===== config.mk =====
export PLATFORM = sky130hd
export DESIGN_NAME = axis_pkt_tx_flat
export DESIGN_NICKNAME = d
export VERILOG_FILES = /design/src/rtl/axis_pkt_tx_if.sv /design/src/rtl/axis_pkt_tx.sv /design/src/flat_wrapper.sv
export SDC_FILE = /design/constraint.sdc
export NUM_CORES = 1
export LEC_CHECK = 0
export CAP_MARGIN = 30
export CORE_MARGIN = 8
export CORE_UTILIZATION = 35
export DETAILED_ROUTE_END_ITERATION = 10
export PLACE_DENSITY_LB_ADDON = 0.25
export RECOVER_POWER = 100
export SETUP_SLACK_MARGIN = 0.2
export SLEW_MARGIN = 20
export SYNTH_ARGS = -nofsm -noshare
export SYNTH_HDL_FRONTEND = slang
export SYNTH_SLANG_ARGS = --single-unit

===== constraint.sdc =====
create_clock -name clk -period 3.69 [get_ports clk]
set_input_delay 0.369 -clock clk [delete_from_list [all_inputs] [get_ports clk]]
set_output_delay 0.369 -clock clk [all_outputs]
set_load 0.01 [all_outputs]

===== src/rtl/axis_pkt_tx_if.sv =====
// Command and byte-stream bundle for the packet transmitter.
// master = transmitter side, slave = command source / stream sink.
interface axis_pkt_tx_if;
  logic       cmd_valid;
  logic       cmd_ready;
  logic [7:0] cmd_len;
  logic [7:0] cmd_seed;
  logic       cmd_mode;
  logic [7:0] tx_data;
  logic       tx_valid;
  logic       tx_last;
  logic       tx_ready;

  modport master (
    input  cmd_valid, cmd_len, cmd_seed, cmd_mode, tx_ready,
    output cmd_ready, tx_data, tx_valid, tx_last
  );

  modport slave (
    output cmd_valid, cmd_len, cmd_seed, cmd_mode, tx_ready,
    input  cmd_ready, tx_data, tx_valid, tx_last
  );
endinterface


===== src/rtl/axis_pkt_tx.sv =====
// Packet transmitter: accepts a length/seed/mode command and emits a framed
// pattern packet under valid/ready backpressure, then idles GAP_CYCLES cycles.
//
// state | meaning
// IDLE  | cmd_ready raised, waiting for a command
// SEND  | presenting packet bytes, beat counter holds bytes remaining
// GAP   | enforced idle after a packet, gap timer counting down
module axis_pkt_tx #(
  parameter int unsigned GAP_CYCLES = 2
) (
  input  logic          clk,
  input  logic          reset,
  axis_pkt_tx_if.master bus,
  output logic          busy_o,
  output logic          pkt_done_o,
  output logic [15:0]   pkt_cnt_o
);

  typedef enum logic [1:0] {IDLE, SEND, GAP} state_e;

  localparam logic [7:0] GapLoad = 8'(GAP_CYCLES);
  localparam bit         GapNone = (GAP_CYCLES == 0);

  state_e      state_q, state_d;
  logic [8:0]  cnt_q, cnt_d;
  logic [7:0]  gap_q, gap_d;
  logic        mode_q, mode_d;
  logic        cmd_ready_q, cmd_ready_d;
  logic        tx_valid_q, tx_valid_d;
  logic [7:0]  tx_data_q, tx_data_d;
  logic        tx_last_q, tx_last_d;
  logic        pkt_done_q, pkt_done_d;
  logic [15:0] pkt_cnt_q, pkt_cnt_d;

  function automatic logic [7:0] next_byte(input logic [7:0] d, input logic lfsr);
    return lfsr ? {d[6:0], d[7] ^ d[5] ^ d[4] ^ d[3]} : d + 8'd1;
  endfunction

  always_comb begin
    state_d     = state_q;
    cnt_d       = cnt_q;
    gap_d       = gap_q;
    mode_d      = mode_q;
    cmd_ready_d = cmd_ready_q;
    tx_valid_d  = tx_valid_q;
    tx_data_d   = tx_data_q;
    tx_last_d   = tx_last_q;
    pkt_done_d  = 1'b0;
    pkt_cnt_d   = pkt_cnt_q;

    case (state_q)
      IDLE: begin
        if (!cmd_ready_q) begin
          cmd_ready_d = 1'b1;
        end else if (bus.cmd_valid) begin
          state_d     = SEND;
          cmd_ready_d = 1'b0;
          mode_d      = bus.cmd_mode;
          cnt_d       = (bus.cmd_len == 8'd0) ? 9'd256 : {1'b0, bus.cmd_len};
          tx_valid_d  = 1'b1;
          // An all-zero LFSR would lock up, so a zero seed starts at 01.
          tx_data_d   = (bus.cmd_mode && bus.cmd_seed == 8'h00) ? 8'h01 : bus.cmd_seed;
          tx_last_d   = (bus.cmd_len == 8'd1);
        end
      end
      SEND: begin
        if (tx_valid_q && bus.tx_ready) begin
          if (cnt_q == 9'd1) begin
            tx_valid_d = 1'b0;
            tx_last_d  = 1'b0;
            tx_data_d  = 8'h00;
            pkt_done_d = 1'b1;
            pkt_cnt_d  = pkt_cnt_q + 16'd1;
            if (GapNone) begin
              state_d     = IDLE;
              cmd_ready_d = 1'b1;
            end else begin
              state_d = GAP;
              gap_d   = GapLoad;
            end
          end else begin
            cnt_d     = cnt_q - 9'd1;
            tx_data_d = next_byte(tx_data_q, mode_q);
            tx_last_d = (cnt_q == 9'd2);
          end
        end
      end
      GAP: begin
        if (gap_q <= 8'd1) begin
          state_d     = IDLE;
          cmd_ready_d = 1'b1;
          gap_d       = 8'd0;
        end else begin
          gap_d = gap_q - 8'd1;
        end
      end
      default: state_d = IDLE;
    endcase
  end

  always_ff @(posedge clk or negedge reset) begin
    if (!reset) begin
      state_q     <= IDLE;
      cnt_q       <= 9'd0;
      gap_q       <= 8'd0;
      mode_q      <= 1'b0;
      cmd_ready_q <= 1'b0;
      tx_valid_q  <= 1'b0;
      tx_data_q   <= 8'h00;
      tx_last_q   <= 1'b0;
      pkt_done_q  <= 1'b0;
      pkt_cnt_q   <= 16'd0;
    end else begin
      state_q     <= state_d;
      cnt_q       <= cnt_d;
      gap_q       <= gap_d;
      mode_q      <= mode_d;
      cmd_ready_q <= cmd_ready_d;
      tx_valid_q  <= tx_valid_d;
      tx_data_q   <= tx_data_d;
      tx_last_q   <= tx_last_d;
      pkt_done_q  <= pkt_done_d;
      pkt_cnt_q   <= pkt_cnt_d;
    end
  end

  assign bus.cmd_ready = cmd_ready_q;
  assign bus.tx_valid  = tx_valid_q;
  assign bus.tx_data   = tx_data_q;
  assign bus.tx_last   = tx_last_q;
  assign busy_o        = (state_q != IDLE);
  assign pkt_done_o    = pkt_done_q;
  assign pkt_cnt_o     = pkt_cnt_q;

endmodule


===== src/flat_wrapper.sv =====
// flat-port wrapper written by rule: the top's interface ports become plain ports
module axis_pkt_tx_flat 
#(
  parameter int unsigned GAP_CYCLES = 2
)
  (clk, reset, busy_o, pkt_done_o, pkt_cnt_o, bus_cmd_valid, bus_cmd_len, bus_cmd_seed, bus_cmd_mode, bus_tx_ready, bus_cmd_ready, bus_tx_data, bus_tx_valid, bus_tx_last);
  axis_pkt_tx_if bus_i ();
  input  logic clk;
  input  logic reset;
  output logic busy_o;
  output logic pkt_done_o;
  output logic [15:0] pkt_cnt_o;
  input wire logic [$bits(bus_i.cmd_valid)-1:0] bus_cmd_valid;
  input wire logic [$bits(bus_i.cmd_len)-1:0] bus_cmd_len;
  input wire logic [$bits(bus_i.cmd_seed)-1:0] bus_cmd_seed;
  input wire logic [$bits(bus_i.cmd_mode)-1:0] bus_cmd_mode;
  input wire logic [$bits(bus_i.tx_ready)-1:0] bus_tx_ready;
  output wire logic [$bits(bus_i.cmd_ready)-1:0] bus_cmd_ready;
  output wire logic [$bits(bus_i.tx_data)-1:0] bus_tx_data;
  output wire logic [$bits(bus_i.tx_valid)-1:0] bus_tx_valid;
  output wire logic [$bits(bus_i.tx_last)-1:0] bus_tx_last;
  assign bus_i.cmd_valid = bus_cmd_valid;
  assign bus_i.cmd_len = bus_cmd_len;
  assign bus_i.cmd_seed = bus_cmd_seed;
  assign bus_i.cmd_mode = bus_cmd_mode;
  assign bus_i.tx_ready = bus_tx_ready;
  assign bus_cmd_ready = bus_i.cmd_ready;
  assign bus_tx_data = bus_i.tx_data;
  assign bus_tx_valid = bus_i.tx_valid;
  assign bus_tx_last = bus_i.tx_last;
  axis_pkt_tx #(.GAP_CYCLES(GAP_CYCLES)) u_core (.clk(clk), .reset(reset), .bus(bus_i), .busy_o(busy_o), .pkt_done_o(pkt_done_o), .pkt_cnt_o(pkt_cnt_o));
endmodule

==> flow_summary.ini, run 1 <==
[power]
finalPower_mw = 1.990
p_leak_nw = 1.465
power_density_mw_per_mm2 = 580.8
vdd_drop_max_v = 0.0002840

[layout]
n_antenna_cell = 0
syn2layout_area_growth_pct = 24.67
utilization = 0.4458
final_area_mm2 = 0.003427
fin_nets = 370
final_layout_size_suffix_gt1_frac = 0.06706

[die]
rows = 32
die_w_um = 104.6
start_util = 0.3576
io_pins = 50
dieArea_mm2 = 0.01095
core_area_mm2 = 0.007687
die_h_um = 104.6

[timing]
fin_tns_setup_ps = 0
setup_viol = 0
worst_pin_slew_ps = 1158
hold_violations = 0
rsz0062_at_grt = no
min_period_over_period = 0.7060
timing.fmax_mhz = 383.9
slew_headroom = 0.2210
maxSlewViolCount = 0
finClkSkew_ps = 7.708
fin_crit_ps = 2605

[clock_tree]
cts-root-buf = clkbuf_8
post_cts_buffers = 0
clk_pin_slew_ps = 100
cts_tree = yes
clockBufferDepth = 2
clkLatencyLatePin_ps = 310
cts-htree-levels = 2
cts.sinks = 48
numCtsBuffers = 5

[setup_path]
path_class = register to register
r2r_cells = 4
crit_arrival_ps = 2810
worstPathRequired_ps = 3900
startpoint_type = register
cp-end-kind = register
crit_path_max_fanout = 13

[global_routing]
busiest_layer = met2
use_met2 = 0.1835
met1_usage = 0.1651
grt_pass1_wl_um = 11200
use_met3 = 0.04423
overflow = 0
grt_pass1_vias = 2241
grtUsageTotal = 0.1233
grt_max_degree = 37
antenna_found_initial = 0

[synth]
syn-num-nets = 323
ys_seq_area_frac = 0.4370
yosysMostFrequentCell = dfrtp_1
netlist.area_leader.share = 0.4370
synth-main-ff-cell = dfrtp_1
postSynth.asyncResetShare = 1.000
synth_seq_cells = 48
syn_avg_cell_area_um2 = 9.318
synth_cells = 295
synth_cell_types = 52
synth_top_cell_by_area = dfrtp_1
synthTopCellsByArea = dfrtp_1, a21oi_1, xnor2_1
ys_warn_count = 0
yosys-top-cells-count = dfrtp_1, nor2_1, a21oi_1
netlist_area_mm2 = 0.002749
synth_edf_count = 0

[place]
placedInstanceArea_mm2 = 0.003323
port_buffers = 49
routabilityCongestion = 0.7888
dpl.hpwl_um = 4854

[min_path]
hold_depth = 1
hold_path_class = register to register

[drt]
via_per_inst = 5.146
postRouteAntennaNets = 0
drtPass1Iterations = 4
detail_route.iter0.violations = 74
drcViolationCount = 0
num_vias = 2290
wire_per_inst_um = 14.65
wl_um = 6518

[outcome]
status = completed

[flow_run]
max_cap_viol_count = 0
==> layer usage <==
metal	wire length, um	vias up
li1	-	1160
met1	3130	1076
met2	2948	49
met3	378	5
met4	61	0
met5	0	-
==> sequential cells by signal, summed over array words and instances, names as in the netlist <==
name / count
u_core.pkt_done_o: 1
u_core.bus.tx_data: 8
u_core.cnt_q: 9
u_core.gap_q: 8
u_core.bus.tx_valid: 1
u_core.state_q: 2
u_core.mode_q: 1
u_core.bus.tx_last: 1
u_core.pkt_cnt_o: 16
u_core.bus.cmd_ready: 1
==> kinds of logic (layout without fill, tap and decap cells) <==
logic type / count (synthesis) / in the layout / synth area share
and+or+nand+nor: 122 / 122 / 0.2572
AOI/OAI and AO/OA: 72 / 72 / 0.1602
DFF: 48 / 48 / 0.4370
buffers and inverters: 22 / 70 / 0.03459
xor gates and xnor gates: 19 / 19 / 0.06054
adders and majority gates: 7 / 7 / 0.03186
muxes: 5 / 5 / 0.01866
==> report_power, final <==
part           total, mW  internal [mW]  switching, mW
Sequential         0.856          0.652          0.204
Combinational      0.736          0.363          0.373
Clock              0.399          0.204          0.195
Total               1.99           1.22          0.771
==> critical path: stages, from the launching register on <==
cell,delay (ps)
dfrtp_1,450
nor4_1,1000
nand4_2,320
nor2_4,350
mux2_2,380
==> what timing repair did <==
action / 4_1_cts / 5_1_grt
hold buffers: 1 / 0
endpoints found under the hold margin: 12 / 0
resized for setup: 0 / 0
==> layout by cell type (no fill, tap or decap), types with 2 or more instances in the layout <==
cell             count
nor2b_1              5
o221ai_1             4
nor2_1              30
a2bb2oi_1            2
o32ai_1              2
buf_4                3
nor4_4               2
nor3_1               8
nand2_1             24
dfrtp_1             48
and3_1               4
a31oi_1              3
a21oi_1             29
xnor2_1             14
or2_2                2
or3_1                2
o211ai_1             2
nor4b_1              2
nand3b_1             2
ha_1                 7
clkbuf_8             5
xor2_1               5
nand2b_1             4
nand3_1             11
o31ai_1              2
o21a_1               5
mux2i_1              4
nor4_1               6
o21ai_0             14
inv_1                9
clkdlybuf4s50_1     19
and4_1               2
a21o_1               2
nand4_1              7
dlygate4sd3_1       30
==> worst paths after layout <==
kind,start,endpoint,slack (ps)
max,u_core.cnt_q[3],u_core.pkt_cnt_o[1],1080
min,u_core.pkt_cnt_o[15],u_core.pkt_cnt_o[15],470
max reg2reg,u_core.cnt_q[3],u_core.pkt_cnt_o[1],1080
min reg2reg,u_core.pkt_cnt_o[15],u_core.pkt_cnt_o[15],470
max in group asynchronous,reset,u_core.state_q[0],2100
min in group asynchronous,reset,u_core.gap_q[2],640
==> area by class of cell <==
cell class / count / area, um2
clock inverters: 3 / 46.29
well taps: 102 / 127.6
clock buffers: 5 / 68.82
inverters: 9 / 33.78
multi-input cells: 225 / 1433
repair buffers: 53 / 516.7
fillers: 784 / 4260
flip-flops and latches: 48 / 1201
==> metrics by stage <==
stage	hold slack, ps	setup slack (ps)	std cells
finish	465.4	1085	445
detailed placement	292.2	1621	436
floorplan	73.41	1974	295
global placement	277.9	1676	436
global route	480.2	923.1	445
CTS	479.8	1623	445
(Power assumes the default switching activity.)
==> run 2, diff against run 1 <==
clock period = 2.7 ns   (was 3.69 ns; I/O delays follow)
==> run 2 against run 1 <==
  * Wire length shrank 1.9%
  * Critical endpoint is now u_core.bus.tx_data[3]
  * Combinational power up 37%
  * Die area unchanged
  * Via count up 0.44%
  * Largest cell class unchanged
  * Total power up 37%
  * Sequential cell count unchanged
  * Count of clock-buffer cells in the layout unchanged
  * Critical path depth grew 1
  * Sequential power up 38%
  * Register-to-register slack got worse by 580 ps
  * Fmax rose by 18%
  * Largest power group unchanged
==> flow_summary.ini, run 2 (synthesized netlist as in run 1, its figures left out) <==
[setup_path]
reg2reg_slack_ps = 500
worstPathRequired_ps = 2900
startpoint_type = register
crit_arrival_ps = 2400
path_class = register to register
worstSetupStartpoint = u_core.state_q[0]
crit_path_max_fanout = 17
cp-end-kind = register
r2r_start = u_core.state_q[0]

[global_routing]
overflow = 0
antenna_found_initial = 0
grt_pass1_wl_um = 11090
grt_pass1_vias = 2333
grtUsageTotal = 0.1199
grt_max_degree = 49

[timing]
fin_tns_setup_ps = 0
slew_headroom = 0.2047
worst_pin_slew_ps = 1193
maxSlewViolCount = 0
rsz0062_at_grt = no
min_period_over_period = 0.8148
holdWs_ps = 271.9
finClkSkew_ps = 8.678
timing.fmax_mhz = 454.6
fin_crit_ps = 2200
setup_viol = 0
hold_violations = 0

[min_path]
hold_path_class = primary input to async pin

[die]
start_util = 0.3576
rows = 32
dieArea_mm2 = 0.01095
die_h_um = 104.6
die_w_um = 104.6
core_area_mm2 = 0.007687
io_pins = 50

[clock_tree]
cts-htree-levels = 2
cts_tree = yes
clkLatencyLatePin_ps = 300
cts.sinks = 48
post_cts_resized = 0
holdBufCountCts = 0
post_cts_buffers = 0
numCtsBuffers = 5
clockBufferDepth = 2
clk_pin_slew_ps = 90
cts-root-buf = clkbuf_8

[drt]
via_per_inst = 5.169
drcViolationCount = 0
wl_um = 6391
num_vias = 2300
wire_per_inst_um = 14.36
drtPass1Iterations = 4
postRouteAntennaNets = 0
detail_route.iter0.violations = 96

[layout]
fin_nets = 370
largest_register_ffs = 16
final_cell_mix = dfrtp_1, nor2_1, dlygate4sd3_1
n_antenna_cell = 0
syn2layout_area_growth_pct = 24.49
final_layout_size_suffix_gt1_frac = 0.06414
final_area_mm2 = 0.003422
fill_cells = 774
final_common_cell = dfrtp_1

[power]
p_leak_nw = 1.450
power_density_mw_per_mm2 = 794.9
vdd_drop_max_v = 0.0004718

[place]
dpl.hpwl_um = 4752
placedInstanceArea_mm2 = 0.003331
routabilityCongestion = 0.7940
port_buffers = 49

[flow_run]
max_cap_viol_count = 0

[outcome]
status = completed
==> run 2: power by group <==
part	internal (mW)	switching, mW	total (mW)	leakage [nW]
Sequential	0.891	0.289	1.18	0.573
Clock	0.279	0.253	0.533	0.0548
Combinational	0.496	0.512	1.01	0.822
Total	1.67	1.05	2.72	1.45
==> run 2: per-layer routing <==
metal,track usage,up-vias,share of wire
li1,-,1162,-
met1,0.1499,1093,0.49
met2,0.2013,43,0.46
met3,0.03440,2,0.046
met4,0.02446,0,0.0047
met5,0,-,0
==> run 2: metrics by stage <==
step                      utilization  std cells  total power, mW  setup slack [ps]
after floorplan                     -        295            1.861             983.8
after global placement         0.4333        437            2.236             653.0
after detailed placement       0.4333        437            2.257             705.3
after CTS                      0.4482        445            2.801             705.6
after global routing           0.4452        445            2.929             284.8
final                          0.4452        445            2.720             500.1
==> run 2: final timing paths <==
kind | cells past startpoint | to
max | 5 | u_core.bus.tx_data[3]
min | 2 | u_core.gap_q[2]
max reg2reg | 5 | u_core.bus.tx_data[3]
min reg2reg | 1 | u_core.pkt_cnt_o[15]
max in group asynchronous | 2 | u_core.bus.tx_data[1]
min in group clk | 1 | u_core.pkt_cnt_o[15]
==> run 2: cell type report <==
cell class,instances,area [um2],share of cell area
sequential,48,1201,0.3510
clock inverter,3,46.29,0.01353
tap,102,127.6,0.03729
inverter,9,33.78,0.009872
multi-input combinational,225,1439,0.4205
clock buffer,5,68.82,0.02011
timing repair buffer,53,505.5,0.1477
==> run 2: critical path, cell delays in order (launching register included) <==
cell	delay, ps
dfrtp_1	510
nand3b_1	230
a21oi_1	320
clkbuf_1	600
o311ai_0	270
o21a_1	160
==> run 3, diff against run 2 <==
clock period = 2.2 ns   (was 2.7 ns; I/O delays follow)
==> run 3 against run 2 <==
  * Wire length grew 2.0%
  * Critical path depth shrank 2
  * Clock power grew 26%
  * Hold slack gained 190 ps
  * Combinational power grew 24%
  * Cell count grew 0.90%
  * Register-to-register slack lost 260 ps
  * Core utilization grew 0.62 points
  * Die area is the same
  * Non-clock buffer count grew 4
  * Sequential share of layout area shrank 0.48 points
  * Sequential cell count is the same
==> flow_summary.ini, run 3 (synthesized netlist as in run 1, its figures left out) <==
[outcome]
status = completed

[place]
dpl_worst_slack_ps = 251.7
dp.cells = 440
dpl.hpwl_um = 4897
port_buffers = 49
placedInstanceArea_mm2 = 0.003366
routabilityCongestion = 0.7889

[clock_tree]
numCtsBuffers = 5
clkLatencyLatePin_ps = 310
clk_pin_slew_ps = 100
cts-htree-levels = 2
clockBufferDepth = 2
cts_tree = yes
cts.sinks = 48
cts-root-buf = clkbuf_8

[min_path]
hold_path_class = register to register
hold_depth = 1

[layout]
final_common_cell = dfrtp_1
final_cell_mix = dfrtp_1, dlygate4sd3_1, nor2_1
utilization = 0.4513
n_antenna_cell = 0
syn2layout_area_growth_pct = 26.22
largest_register_ffs = 16
fin_nets = 374
final_area_mm2 = 0.003470
fin_cells = 449
final_layout_size_suffix_gt1_frac = 0.08069

[power]
p_leak_nw = 1.469
vdd_drop_max_v = 0.0006570
power_density_mw_per_mm2 = 972.8
finalPower_mw = 3.375

[setup_path]
worstPathRequired_ps = 1980
cp-end-kind = output pin
path_class = register to output pin
startpoint_type = register
crit_arrival_ps = 1790
r2r_cells = 5
crit_path_max_fanout = 11

[timing]
min_period_over_period = 0.9158
layout_setup_ws_ps = 185.2
rsz0062_at_grt = no
worst_pin_slew_ps = 1460
hold_violations = 0
fin_crit_ps = 2015
timing.fmax_mhz = 496.3
slew_headroom = 0.02667
holdWs_ps = 465.8
maxSlewViolCount = 0
setup_viol = 0
finClkSkew_ps = 5.648
fin_tns_setup_ps = 0

[drt]
postRouteAntennaNets = 0
detail_route.iter0.violations = 76
wl_um = 6517
wire_per_inst_um = 14.51
num_vias = 2312
drcViolationCount = 0
via_per_inst = 5.149
drtPass1Iterations = 6

[global_routing]
grt_max_degree = 27
grt_pass1_wl_um = 11210
antenna_found_initial = 0
overflow = 0
grt_pass1_vias = 2348
grtUsageTotal = 0.1210

[die]
rows = 32
die_w_um = 104.6
start_util = 0.3576
dieArea_mm2 = 0.01095
io_pins = 50
die_h_um = 104.6
core_area_mm2 = 0.007687

[flow_run]
max_cap_viol_count = 0
## run 3: cell types whose count changed in the layout (fill, tap and decap cells not counted), sizes merged
cell | previous run | this run
buf | 2 | 6
clkbuf | 8 | 7
dlygate4sd3 | 30 | 31
## run 3: per-layer routing
layer,vias to the layer above,part of all wire,track usage
met5,-,0,0
met4,0,0.010,0.03364
met3,6,0.054,0.03256
met2,55,0.45,0.1913
met1,1086,0.48,0.1591
li1,1165,-,-
## run 3: final timing paths
path                                       from              endpoint  slack, ps
max                           u_core.state_q[0]                busy_o        190
max in group asynchronous                 reset       u_core.cnt_q[4]        570
min reg2reg                u_core.pkt_cnt_o[15]  u_core.pkt_cnt_o[15]        470
min in group asynchronous                 reset       u_core.gap_q[4]        780
min                        u_core.pkt_cnt_o[15]  u_core.pkt_cnt_o[15]        470
max reg2reg                     u_core.cnt_q[8]       u_core.cnt_q[3]        240
## run 3: timing repair
| action | in CTS | in global routing |
|---|---|---|
| endpoints found under the hold margin | 25 | 0 |
| setup buffers | 0 | 0 |
| endpoints found under the setup margin | 0 | 8 |
| gates resized for setup | 0 | 1 |
| hold buffers | 1 | 0 |
## run 3: cell type report
type / count / area (um2)
repair buffers: 57 / 556.8
inverters: 9 / 33.78
clock buffers: 5 / 68.82
flip-flops and latches: 48 / 1201
clock inverters: 3 / 46.29
multi-input cells: 225 / 1435
fillers: 778 / 4218
well taps: 102 / 127.6
## run 3: worst max-delay path, stage by stage (launching register included)
cell	delay, ps
dfrtp_1	390
buf_4	180
or2_2	310
dlygate4sd3_1	610
## run 3: where the power goes
| part | internal (mW) | switching [mW] |
|---|---|---|
| logic | 0.626 | 0.627 |
| clock network | 0.343 | 0.331 |
| registers | 1.09 | 0.355 |
